===== config.mk =====
export PLATFORM = sky130hd
export DESIGN_NAME = clk_div_monitor
export DESIGN_NICKNAME = d
export VERILOG_FILES = /design/src/rtl/clk_div_pkg.sv /design/src/rtl/clk_div_edge_cnt.sv /design/src/rtl/clk_div_monitor.sv
export SDC_FILE = /design/constraint.sdc
export NUM_CORES = 1
export LEC_CHECK = 0
export BUFFER_PORTS_ARGS = -buffer_cell sky130_fd_sc_hd__clkbuf_2
export CAP_MARGIN = 5
export CELL_PAD_IN_SITES_DETAIL_PLACEMENT = 1
export CELL_PAD_IN_SITES_GLOBAL_PLACEMENT = 1
export CORE_MARGIN = 2
export CORE_UTILIZATION = 34
export DETAILED_ROUTE_END_ITERATION = 10
export GPL_TIMING_DRIVEN = 0
export PLACE_DENSITY_LB_ADDON = 0.1
export SLEW_MARGIN = 0
export SYNTH_ARGS = -nofsm -noshare
export SYNTH_HDL_FRONTEND = slang
export SYNTH_SLANG_ARGS = --single-unit
export TNS_END_PERCENT = 20

===== constraint.sdc =====
create_clock -name clk -period 2.2 [get_ports clk]
set_input_delay 0.22 -clock clk [delete_from_list [all_inputs] [get_ports clk]]
set_output_delay 0.22 -clock clk [all_outputs]
set_load 0.01 [all_outputs]

===== src/rtl/clk_div_pkg.sv =====
// Shared types and constants for the divided-clock monitor.
// State encoding is fixed so debug probes can decode it directly.

package clk_div_pkg;

    typedef enum logic [1:0] {
        StIdle    = 2'd0,
        StSync    = 2'd1,
        StMeasure = 2'd2,
        StLocked  = 2'd3
    } state_e;

    localparam int unsigned ErrCntW = 8;

    // Holds the consecutive-good-period count; LOCK_CNT is limited to 1..15.
    localparam int unsigned GoodW = 4;

    function automatic logic [ErrCntW-1:0] err_cnt_inc(input logic [ErrCntW-1:0] cnt);
        logic [ErrCntW-1:0] max_cnt;
        max_cnt = '1;
        return (cnt == max_cnt) ? cnt : cnt + ErrCntW'(1);
    endfunction

endpackage


===== src/rtl/clk_div_edge_cnt.sv =====
// Rising-edge detector plus period and high-time counters for the sampled divided clock.
// Both counters restart at 1 on a rise and saturate at all-ones.

module clk_div_edge_cnt #(
    parameter int unsigned CNT_W = 8
) (
    input  logic             clk,
    input  logic             rst_n,
    input  logic             clr,
    input  logic             div_in,
    output logic             rise,
    output logic [CNT_W-1:0] pcnt,
    output logic [CNT_W-1:0] hcnt,
    output logic             pcnt_sat
);

    localparam logic [CNT_W-1:0] CntMax = '1;

    logic             div_d;
    logic [CNT_W-1:0] pcnt_q, pcnt_d;
    logic [CNT_W-1:0] hcnt_q, hcnt_d;

    assign rise     = div_in & ~div_d;
    assign pcnt_sat = (pcnt_q == CntMax);
    assign pcnt     = pcnt_q;
    assign hcnt     = hcnt_q;

    always_comb begin
        pcnt_d = pcnt_q;
        hcnt_d = hcnt_q;
        if (clr) begin
            pcnt_d = '0;
            hcnt_d = '0;
        end else if (rise) begin
            pcnt_d = CNT_W'(1);
            hcnt_d = CNT_W'(1);
        end else begin
            if (!pcnt_sat) begin
                pcnt_d = pcnt_q + CNT_W'(1);
            end
            // High time never exceeds the period in a measured window; saturation only
            // matters while waiting in SYNC with the input stuck high.
            if (div_in && (hcnt_q != CntMax)) begin
                hcnt_d = hcnt_q + CNT_W'(1);
            end
        end
    end

    always_ff @(posedge clk) begin
        if (!rst_n) begin
            div_d  <= 1'b0;
            pcnt_q <= '0;
            hcnt_q <= '0;
        end else begin
            div_d  <= div_in;
            pcnt_q <= pcnt_d;
            hcnt_q <= hcnt_d;
        end
    end

endmodule


===== src/rtl/clk_div_monitor.sv =====
// Measures period/high time of a divided clock and reports lock and mismatch status.
// Define CLK_DIV_MON_ERRCNT_EN to build the saturating error counter; otherwise err_count is 0.

module clk_div_monitor
    import clk_div_pkg::*;
#(
    parameter int unsigned CNT_W    = 8,
    parameter int unsigned LOCK_CNT = 4
) (
    input  logic               clk,
    input  logic               rst_n,
    input  logic               en,
    input  logic               div_in,
    input  logic [CNT_W-1:0]   exp_period,
    input  logic [CNT_W-1:0]   exp_high,
    output logic [CNT_W-1:0]   period_meas,
    output logic [CNT_W-1:0]   high_meas,
    output logic               meas_valid,
    output logic               lock,
    output logic               err_period,
    output logic               err_duty,
    output logic [ErrCntW-1:0] err_count
);

    state_e             state_q, state_d;
    logic [GoodW-1:0]   good_q, good_d;
    logic [CNT_W-1:0]   exp_period_q, exp_period_d;
    logic [CNT_W-1:0]   exp_high_q, exp_high_d;
    logic [CNT_W-1:0]   period_meas_q, period_meas_d;
    logic [CNT_W-1:0]   high_meas_q, high_meas_d;
    logic               meas_valid_q, meas_valid_d;
    logic               err_period_q, err_period_d;
    logic               err_duty_q, err_duty_d;
    logic               lock_q;

    logic               rise;
    logic               pcnt_sat;
    logic [CNT_W-1:0]   pcnt;
    logic [CNT_W-1:0]   hcnt;
    logic               cnt_clr;
    logic               period_bad;
    logic               duty_bad;

    // Counters idle at zero whenever the monitor is or is about to be in IDLE.
    assign cnt_clr = !en || (state_q == StIdle);

    clk_div_edge_cnt #(
        .CNT_W (CNT_W)
    ) u_edge_cnt (
        .clk      (clk),
        .rst_n    (rst_n),
        .clr      (cnt_clr),
        .div_in   (div_in),
        .rise     (rise),
        .pcnt     (pcnt),
        .hcnt     (hcnt),
        .pcnt_sat (pcnt_sat)
    );

    assign period_bad = (pcnt != exp_period_q);
    assign duty_bad   = (hcnt != exp_high_q);

    always_comb begin
        state_d       = state_q;
        good_d        = good_q;
        exp_period_d  = exp_period_q;
        exp_high_d    = exp_high_q;
        period_meas_d = period_meas_q;
        high_meas_d   = high_meas_q;
        meas_valid_d  = 1'b0;
        err_period_d  = 1'b0;
        err_duty_d    = 1'b0;

        if (!en) begin
            state_d = StIdle;
            good_d  = '0;
        end else begin
            unique case (state_q)
                StIdle: begin
                    exp_period_d = exp_period;
                    exp_high_d   = exp_high;
                    state_d      = StSync;
                end
                StSync: begin
                    // First rise only aligns us; the partial period before it is discarded.
                    if (rise) begin
                        state_d = StMeasure;
                    end
                end
                StMeasure, StLocked: begin
                    if (rise) begin
                        period_meas_d = pcnt;
                        high_meas_d   = hcnt;
                        meas_valid_d  = 1'b1;
                        if (period_bad || duty_bad) begin
                            err_period_d = period_bad;
                            err_duty_d   = duty_bad;
                            good_d       = '0;
                            state_d      = StMeasure;
                        end else if (state_q == StMeasure) begin
                            good_d = good_q + GoodW'(1);
                            if (good_d == GoodW'(LOCK_CNT)) begin
                                state_d = StLocked;
                            end
                        end
                    end else if (pcnt_sat) begin
                        // Divider stopped toggling: report and re-align from scratch.
                        err_period_d = 1'b1;
                        good_d       = '0;
                        state_d      = StSync;
                    end
                end
                default: begin
                    state_d = StIdle;
                end
            endcase
        end
    end

    always_ff @(posedge clk) begin
        if (!rst_n) begin
            state_q       <= StIdle;
            good_q        <= '0;
            exp_period_q  <= '0;
            exp_high_q    <= '0;
            period_meas_q <= '0;
            high_meas_q   <= '0;
            meas_valid_q  <= 1'b0;
            err_period_q  <= 1'b0;
            err_duty_q    <= 1'b0;
            lock_q        <= 1'b0;
        end else begin
            state_q       <= state_d;
            good_q        <= good_d;
            exp_period_q  <= exp_period_d;
            exp_high_q    <= exp_high_d;
            period_meas_q <= period_meas_d;
            high_meas_q   <= high_meas_d;
            meas_valid_q  <= meas_valid_d;
            err_period_q  <= err_period_d;
            err_duty_q    <= err_duty_d;
            lock_q        <= (state_d == StLocked);
        end
    end

    assign period_meas = period_meas_q;
    assign high_meas   = high_meas_q;
    assign meas_valid  = meas_valid_q;
    assign err_period  = err_period_q;
    assign err_duty    = err_duty_q;
    assign lock        = lock_q;

`ifdef CLK_DIV_MON_ERRCNT_EN
    logic [ErrCntW-1:0] err_count_q;

    // Counts error cycles, so a simultaneous period+duty mismatch adds only one.
    always_ff @(posedge clk) begin
        if (!rst_n) begin
            err_count_q <= '0;
        end else if (err_period_q || err_duty_q) begin
            err_count_q <= err_cnt_inc(err_count_q);
        end
    end

    assign err_count = err_count_q;
`else
    assign err_count = '0;
`endif

    a_err_drops_lock : assert property (@(posedge clk) disable iff (!rst_n)
        (err_period || err_duty) |-> !lock);

    a_meas_pulse : assert property (@(posedge clk) disable iff (!rst_n)
        meas_valid |=> !meas_valid);

endmodule

== Word-level counts from Yosys, hierarchy flattened ==
Cells that the tools add are included.

* Input port bits: 20
* Register bits after elaboration: 59
* Logic and storage cells: 68

* Add/subtract/negate cells: 3
* Reductions and logical operators: 16
* Bitwise operators: 3
* Mux-type cells: 20
* Equal/unequal tests: 11

{| class="wikitable"
|+ Operators by type and width
! kind !! count
|-
| $add A8 B1 Y8 const B || 2
|-
| $mux W4 || 4
|-
| $ne A8 B8 Y1 || 2
|-
| $mux W2 || 7
|-
| $reduce_and A3 Y1 || 3
|-
| $eq A8 B8 Y1 const B || 1
|-
| $mux W1 || 8
|-
| $ne A8 B8 Y1 const B || 1
|-
| $eq A2 B2 Y1 const B || 3
|-
| $pmux W2 S3 || 1
|-
| $reduce_and A5 Y1 || 1
|-
| $add A4 B1 Y4 const B || 1
|-
| $eq A4 B3 Y1 const B || 1
|-
| $reduce_and A2 Y1 || 2
|-
| $reduce_bool A2 Y1 || 2
|-
| $reduce_or A2 Y1 || 2
|-
| $ne A3 B1 Y1 const B || 1
|-
| $reduce_or A3 Y1 || 1
|-
| $eq A2 B1 Y1 const B || 1
|-
| $logic_not A2 Y1 || 1
|-
| $logic_or A1 B1 Y1 || 2
|-
| $ne A2 B2 Y1 const B || 1
|-
| $not A1 Y1 || 2
|-
| $and A1 B1 Y1 || 1
|-
| other kinds (2) || 2
|}

== Longest topological paths before layout ==
Gate-level depths: netlist of the first run.

* Depth in word-level cells: 9
* Mapped depth: 7
* Depth with buffers taken out: 6

== By module ==
A second synthesis of the first run with hierarchy kept.

* Cell total of the unflattened synthesis: 321
* Area, all modules: 2723.9 µm²

{| class="wikitable"
|+ By module, submodules not included
! module !! area each (µm²) !! times used !! cells an instance
|-
| clk_div_monitor || 1903.1 || 1 || 227
|-
| clk_div_edge_cnt || 820.8 || 1 || 94
|}

== Worst setup path after synthesis of the first run ==
OpenSTA, ideal clock, no wires.

* Path kind: reg2reg
* From: register u_edge_cnt.hcnt_q[5] (netlist: u_edge_cnt.hcnt[5])
* To: register good_q[1]
* Setup time: 69 ps
* Data arrival time: 1453 ps
* Stages on the path, launching flop included: 7
* Required time: 2131 ps
* Setup slack: 677 ps
* Path buffers: 1
* Cell sequence: dfxtp_1 clkbuf_1 xnor2_1 nand4_1 nor4_4 a41oi_1 o21ai_1

* Word-level cells in the longest chain between the ends: 4
* Elaborated cells between the ends (all ways): 6

{| class="wikitable"
|+ RTL lines
! element !! RTL line !! source
|-
| start, declared || clk_div_edge_cnt.sv:21 || <nowiki>logic [CNT_W-1:0] hcnt_q, hcnt_d;</nowiki>
|-
| start signal, assigned || clk_div_edge_cnt.sv:57 || <nowiki>hcnt_q <= hcnt_d;</nowiki>
|-
| $ne A8 B8 Y1 (*) || clk_div_monitor.sv:61 || <nowiki>assign duty_bad = (hcnt != exp_high_q);</nowiki>
|-
| $logic_or A1 B1 Y1 (*) || clk_div_monitor.sv:95 || <nowiki>if (period_bad || duty_bad) begin</nowiki>
|-
| $ne A3 B1 Y1 (no source line) or $mux W4 (tied branches) || - ||
|-
| $reduce_and A3 Y1 (no source line) or $mux W4 (tied branches) || - ||
|-
| end signal, assigned || clk_div_monitor.sv:134 || <nowiki>good_q <= good_d;</nowiki>
|-
| end, declared || clk_div_monitor.sv:26 || <nowiki>logic [GoodW-1:0] good_q, good_d;</nowiki>
|}

Every way passes the cells marked *; elsewhere a longest branch is shown, timed or not.
A chain may end at the register's enable or synchronous reset.

== Final worst setup path of the first run ==
* From: register u_edge_cnt.hcnt_q[5] (netlist: u_edge_cnt.hcnt[5])
* To: register good_q[3]

Same word-level chain as after synthesis.

==> qor.yml, run 1 <==
status:
  status: "finished clean"
timing:
  post-route-period-util_pct: 85.3
  hold_viol_final: 0
  relSlewSlack_pct: 62.0
  setup_tns_ps: 0
  worstMarginPinSlew_ps: 569
  rsz0062_at_grt: "no"
  finClkSkew_ps: 10.6
  setup_viol: 0
  fmax_ghz: 0.533
  drv_slew: 0
  fin_crit_ps: 1880
  timing.hold.ws_ps: 99.3
yosys:
  ys_top_cells_by_area: "dfxtp_1 43%, nand2_1 10%, a21boi_0 6.8%"
  yosysMostFrequentCell: "nand2_1"
  synth-seq-cells: 59
  syn_avg_cell_area_sq_um: 8.43
  synth_warnings: 0
  synth_top_area_cell: "dfxtp_1"
  netlist_top_cells_count: "76 x nand2_1, 59 x dfxtp_1, 25 x a21boi_0"
  yosys.area.top_type_share_pct: 43.0
  synth_edf_count: 0
  yosysSeqAreaShare_pct: 43.0
  syn-instance-count: 326
  synth-main-ff-cell: "dfxtp_1"
  netlist_area_sq_um: 2750
  postSynth.asyncResetShare_pct: 0
  synth_cell_types: 39
drt:
  drtAntennaViolNets: 0
  wl_met1_mm: 3.50
  drc: 0
  first_pass_iters: 4
  wl_mm: 6.99
  met2_length_mm: 3.07
  viasPerCell: 4.74
  num_vias: 2322
  wl_per_cell_microns: 14.3
  wl_met3_microns: 329
  drt_iter0_markers: 52
  top_layer_used: "met4"
placed_design:
  hpwl_mm: 5.28
  place.port_buffers: 39
  place_area_sq_um: 3100
  gp_congestion: 0.754
worst_hold_path:
  worstHoldStart: "exp_high[6]"
  min_path_type: "primary input to flip-flop"
setup_path:
  reg2reg_from: "u_edge_cnt.hcnt[5]"
  path_class: "flip-flop to flip-flop"
  crit_start: "u_edge_cnt.hcnt[5]"
  end_kind: "flip-flop"
  critPathLaunchType: "flip-flop"
  worstPathMaxFanout: 7
  crit_arrival_ps: 2150
  worstPathRequired_ps: 2470
floorplan:
  dieArea_sq_um: 8820
  die-height_microns: 93.9
  core_area_sq_um: 7770
  ios: 48
  initial_utilization_pct: 35.4
  dieWidth_microns: 93.9
  rows: 32
clock_tree:
  ctsLongestPathBuffers: 2
  clkLatencyLatePin_ps: 350
  cts_resized: 0
  tritoncts: "done"
  htree_levels: 3
  cts_num_sinks: 59
  clockRootBuffer: "clkbuf_8"
  cts_setup_buffers: 0
  cts_buffers: 9
  path_clk_slew_ps: 70
  ctsHoldBuffers: 0
layout:
  nets: 407
  n_antenna_cell: 0
  final_area_sq_um: 3290
  syn_to_final_growth_pct: 19.8
  drive_gt1_share_pct: 20.1
grt:
  grt.overflow.total: 0
  grt_usage_pct: 16.8
  grt_max_degree: 11
  grt_pass1_wl_mm: 11.2
  antenna_found_initial: 0
  first_global_vias: 2205
power_and_ir_drop:
  vdd.ir_drop.worst_mv: 0.315
  power_density_nw_per_um2: 692
  p_leak_nw: 1.23
  total_power_mw: 2.28
run:
  cap_violations: 0
worst max-delay path, cell delays in order (launching register included):
cell	delay [ps]
dfxtp_1	310
clkbuf_1	290
xnor2_1	170
nand4_1	180
nor4_4	470
a41oi_1	220
o21ai_1	160
routing by layer:
metal  up-vias  global-route usage, %
met1      1070                   22.1
met2        50                   26.3
li1       1192                      -
met3        10                   3.69
met4         0                   7.25
met5         -                      0
kinds of logic after synthesis:
group	Yosys count	synth area share, %
AO/OA/AOI/OAI	62	15.3
XOR/XNOR	27	9.15
adder cells (fa/ha/maj)	4	1.82
buffers and inverters	33	6.69
flip-flops	59	43.0
multiplexers	2	0.729
other	1	0.136
AND/OR/NAND/NOR	138	23.1
metrics by stage:
step                worst slack, ps  cells  utilization, %
CTS                             295    490            42.4
global placement                304    474            39.9
global route                    104    490            42.4
floorplan                       677    333               -
finish                          322    490            42.4
detailed placement              321    474            39.9
sequential cells by signal (all words and copies together) (netlist names), 2 cells and up:
name and flops:
exp_period_q 8, u_edge_cnt.pcnt 8, u_edge_cnt.hcnt 8, high_meas 8
good_q 4, state_q 2, exp_high_q 8, period_meas 8
worst paths after layout:
kind,to,slack [ps],depth (start not counted)
hold / removal,exp_high_q[6],100,3
hold reg to reg,high_meas[2],460,2
setup reg to reg,good_q[3],320,6
setup / recovery,good_q[3],320,6
area by class of cell:
class / count / area (sq um)
clock inverters: 5 / 52.6
plain buffers: 28 / 165
well taps: 102 / 128
flip-flops and latches: 59 / 1180
fillers: 965 / 4480
repair buffers: 39 / 195
clock buffers: 11 / 141
multi-input cells: 241 / 1410
inverters: 5 / 18.8
placed cells by master (no fill, tap or decap), types with 3 or more instances in the layout:
| master | count |
|---|---|
| a21boi_0 | 25 |
| a21boi_1 | 7 |
| a21oi_1 | 5 |
| a31oi_1 | 5 |
| and2_1 | 4 |
| and3_1 | 3 |
| buf_2 | 3 |
| buf_4 | 9 |
| buf_6 | 3 |
| clkbuf_1 | 14 |
| clkbuf_2 | 39 |
| clkbuf_8 | 10 |
| clkinv_2 | 3 |
| conb_1 | 8 |
| dfxtp_1 | 59 |
| ha_1 | 4 |
| inv_1 | 5 |
| nand2_1 | 76 |
| nand3_1 | 11 |
| nand4_1 | 8 |
| nor2_1 | 20 |
| nor3_1 | 5 |
| o21ai_0 | 8 |
| o21ai_1 | 4 |
| or2_2 | 3 |
| xnor2_1 | 21 |
| xor2_1 | 4 |
power by group:
part           switching (mW)  internal [mW]
registers              0.0160           1.09
logic                   0.104         0.0746
clock network           0.444          0.548
total                   0.564           1.71
Note: power is estimated with default switching activity, not from simulation.
==> inputs of run 2 (changes only) <==
Settings changed: GPL_ROUTABILITY_DRIVEN set to 0, PLACE_DENSITY set to 0.67, PLACE_DENSITY_LB_ADDON 0.1 to not set.
==> run 2 against run 1 <==
Effect of this change:
- hold slack worse by 6.6 ps
- cell area down 0.27%
- setup slack worse by 37 ps
- flip-flop and latch count unchanged
- critical path type unchanged
- critical endpoint is now good_q[1]
- largest power group unchanged
==> qor.yml, run 2 (synthesized netlist as in run 1, its figures left out) <==
grt:
  grt_max_degree: 11  # unchanged
  globalRoute.busiestLayer: "met2"
  first_global_vias: 2255  # +2.3%
  grtUsageMet1_pct: 23.6  # +1.5 points
  grtUsageMet3_pct: 4.98  # +1.3 points
  antenna_found_initial: 0  # unchanged
  grt.overflow.total: 0  # unchanged
  use_met2_pct: 25.6  # -0.71 points
  grt_usage_pct: 17.2  # +0.43 points
  grt_pass1_wl_mm: 11.4  # +2.4%
worst_hold_path:
  min_path_type: "primary input to flip-flop"
clock_tree:
  htree_levels: 3  # unchanged
  cts_setup_buffers: 0  # unchanged
  clockRootBuffer: "clkbuf_8"
  clkLatencyLatePin_ps: 350  # about the same
  ctsHoldBuffers: 0  # unchanged
  cts_num_sinks: 59  # unchanged
  cts_resized: 0  # unchanged
  path_clk_slew_ps: 70  # about the same
  ctsLongestPathBuffers: 2  # unchanged
  tritoncts: "done"
  cts_buffers: 9  # unchanged
drt:
  viasPerCell: 4.79  # +1.2%
  drt_iter0_markers: 97  # +87%
  drc: 0  # unchanged
  wl_per_cell_microns: 14.1  # -1.0%
  first_pass_iters: 4  # unchanged
  wl_mm: 6.92  # -1.0%
  drtAntennaViolNets: 0  # unchanged
  num_vias: 2349  # +1.2%
floorplan:
  die-height_microns: 93.9  # unchanged
  ios: 48  # unchanged
  dieArea_sq_um: 8820  # unchanged
  dieWidth_microns: 93.9  # unchanged
  core_area_sq_um: 7770  # unchanged
  initial_utilization_pct: 35.4  # unchanged
  rows: 32  # unchanged
setup_path:
  worstPathRequired_ps: 2480  # about the same
  crit_arrival_ps: 2190  # +40 ps
  path_class: "flip-flop to flip-flop"
  cp_top_family: "simple AND/OR/NAND/NOR gates"
  crit_buf_inv: 1  # unchanged
  end_kind: "flip-flop"
  cp_slowest_cell: "nor4_4"
  critPathLaunchType: "flip-flop"
  path_cells: "clkbuf_1, xnor2_1, nand4_1, nor4_4, a41oi_1, o21ai_1"
  cp_slowest_stage_delay_ps: 490  # +20 ps
  worstPathMaxFanout: 7  # unchanged
status:
  status: "finished clean"
layout:
  utilization_pct: 42.3  # -0.11 points
  final_cells: 490  # unchanged
  nets: 407  # unchanged
  syn_to_final_growth_pct: 19.4
  n_antenna_cell: 0  # unchanged
  fillers: 970  # +0.52%
  mostFrequentLayoutCell: "nand2_1"
  mostFrequentLayoutCells: "76 x nand2_1, 59 x dfxtp_1, 39 x clkbuf_2, 25 x a21boi_0, 21 x xnor2_1"
  drive_gt1_share_pct: 19.8  # -0.26 points
timing:
  fmax_ghz: 0.522  # -1.9%
  hold_viol_final: 0  # unchanged
  worstMarginPinSlew_ps: 631  # +61.4 ps
  rsz0062_at_grt: "no"
  setup_tns_ps: 0  # unchanged
  drv_slew: 0  # unchanged
  timing.hold.ws_ps: 92.7  # -6.58 ps
  relSlewSlack_pct: 57.9  # -4.1 points
  post-route-period-util_pct: 87.0  # +1.7 points
  setup_viol: 0  # unchanged
  fin_crit_ps: 1910  # +36.8 ps
  finClkSkew_ps: 13.4  # +2.79 ps
placed_design:
  place_inst: 474  # unchanged
  place.port_buffers: 39  # unchanged
  hpwl_mm: 5.11  # -3.3%
power_and_ir_drop:
  vdd.ir_drop.worst_mv: 0.247  # -22%
  power_density_nw_per_um2: 685  # -0.94%
  p_leak_nw: 1.22  # -0.17%
run:
  cap_violations: 0  # unchanged
run 2: final cells by class:
type,instances,area (sq um),share of cell area [%]
multi-input combinational,241,1410,42.9
sequential,59,1180,36.0
timing repair buffer,39,195,5.95
buffer,28,165,5.03
clock buffer,11,131,4.00
tap,102,128,3.89
clock inverter,5,53.8,1.64
inverter,5,18.8,0.572
run 2: stage by stage:
step	area, sq um	setup slack, ps	power (mW)
detailed placement	3100	293	1.31
finish	3280	286	2.25
floorplan	2770	677	1.25
global placement	3100	368	1.31
CTS	3280	265	2.27
global route	3280	129	2.34
run 2: where the power goes:
group          total (mW)  switching (mW)  internal, mW
logic               0.178           0.103        0.0745
registers            1.10          0.0153          1.09
clock network       0.967           0.447         0.519
run 2: per-layer routing:
metal	routed length, microns	vias up	part of all wire, %
li1	-	1190	-
met1	3460	1103	50
met2	3050	49	44
met3	312	7	4.5
met4	99	0	1.4
met5	0	-	0
run 2: worst paths after layout:
path / from / end / slack, ps / cells past startpoint
hold / removal: exp_high[0] / exp_high_q[0] / 90 / 3
setup / recovery: u_edge_cnt.hcnt[5] / good_q[1] / 290 / 6
hold reg to reg: period_meas[7] / period_meas[7] / 460 / 2
setup reg to reg: u_edge_cnt.hcnt[5] / good_q[1] / 290 / 6
run 2: worst reg2reg max path: stages (launching register included):
cell and delay [ps]:
dfxtp_1 320, clkbuf_1 290, xnor2_1 160, nand4_1 180, nor4_4 490, a41oi_1 230
o21ai_1 170
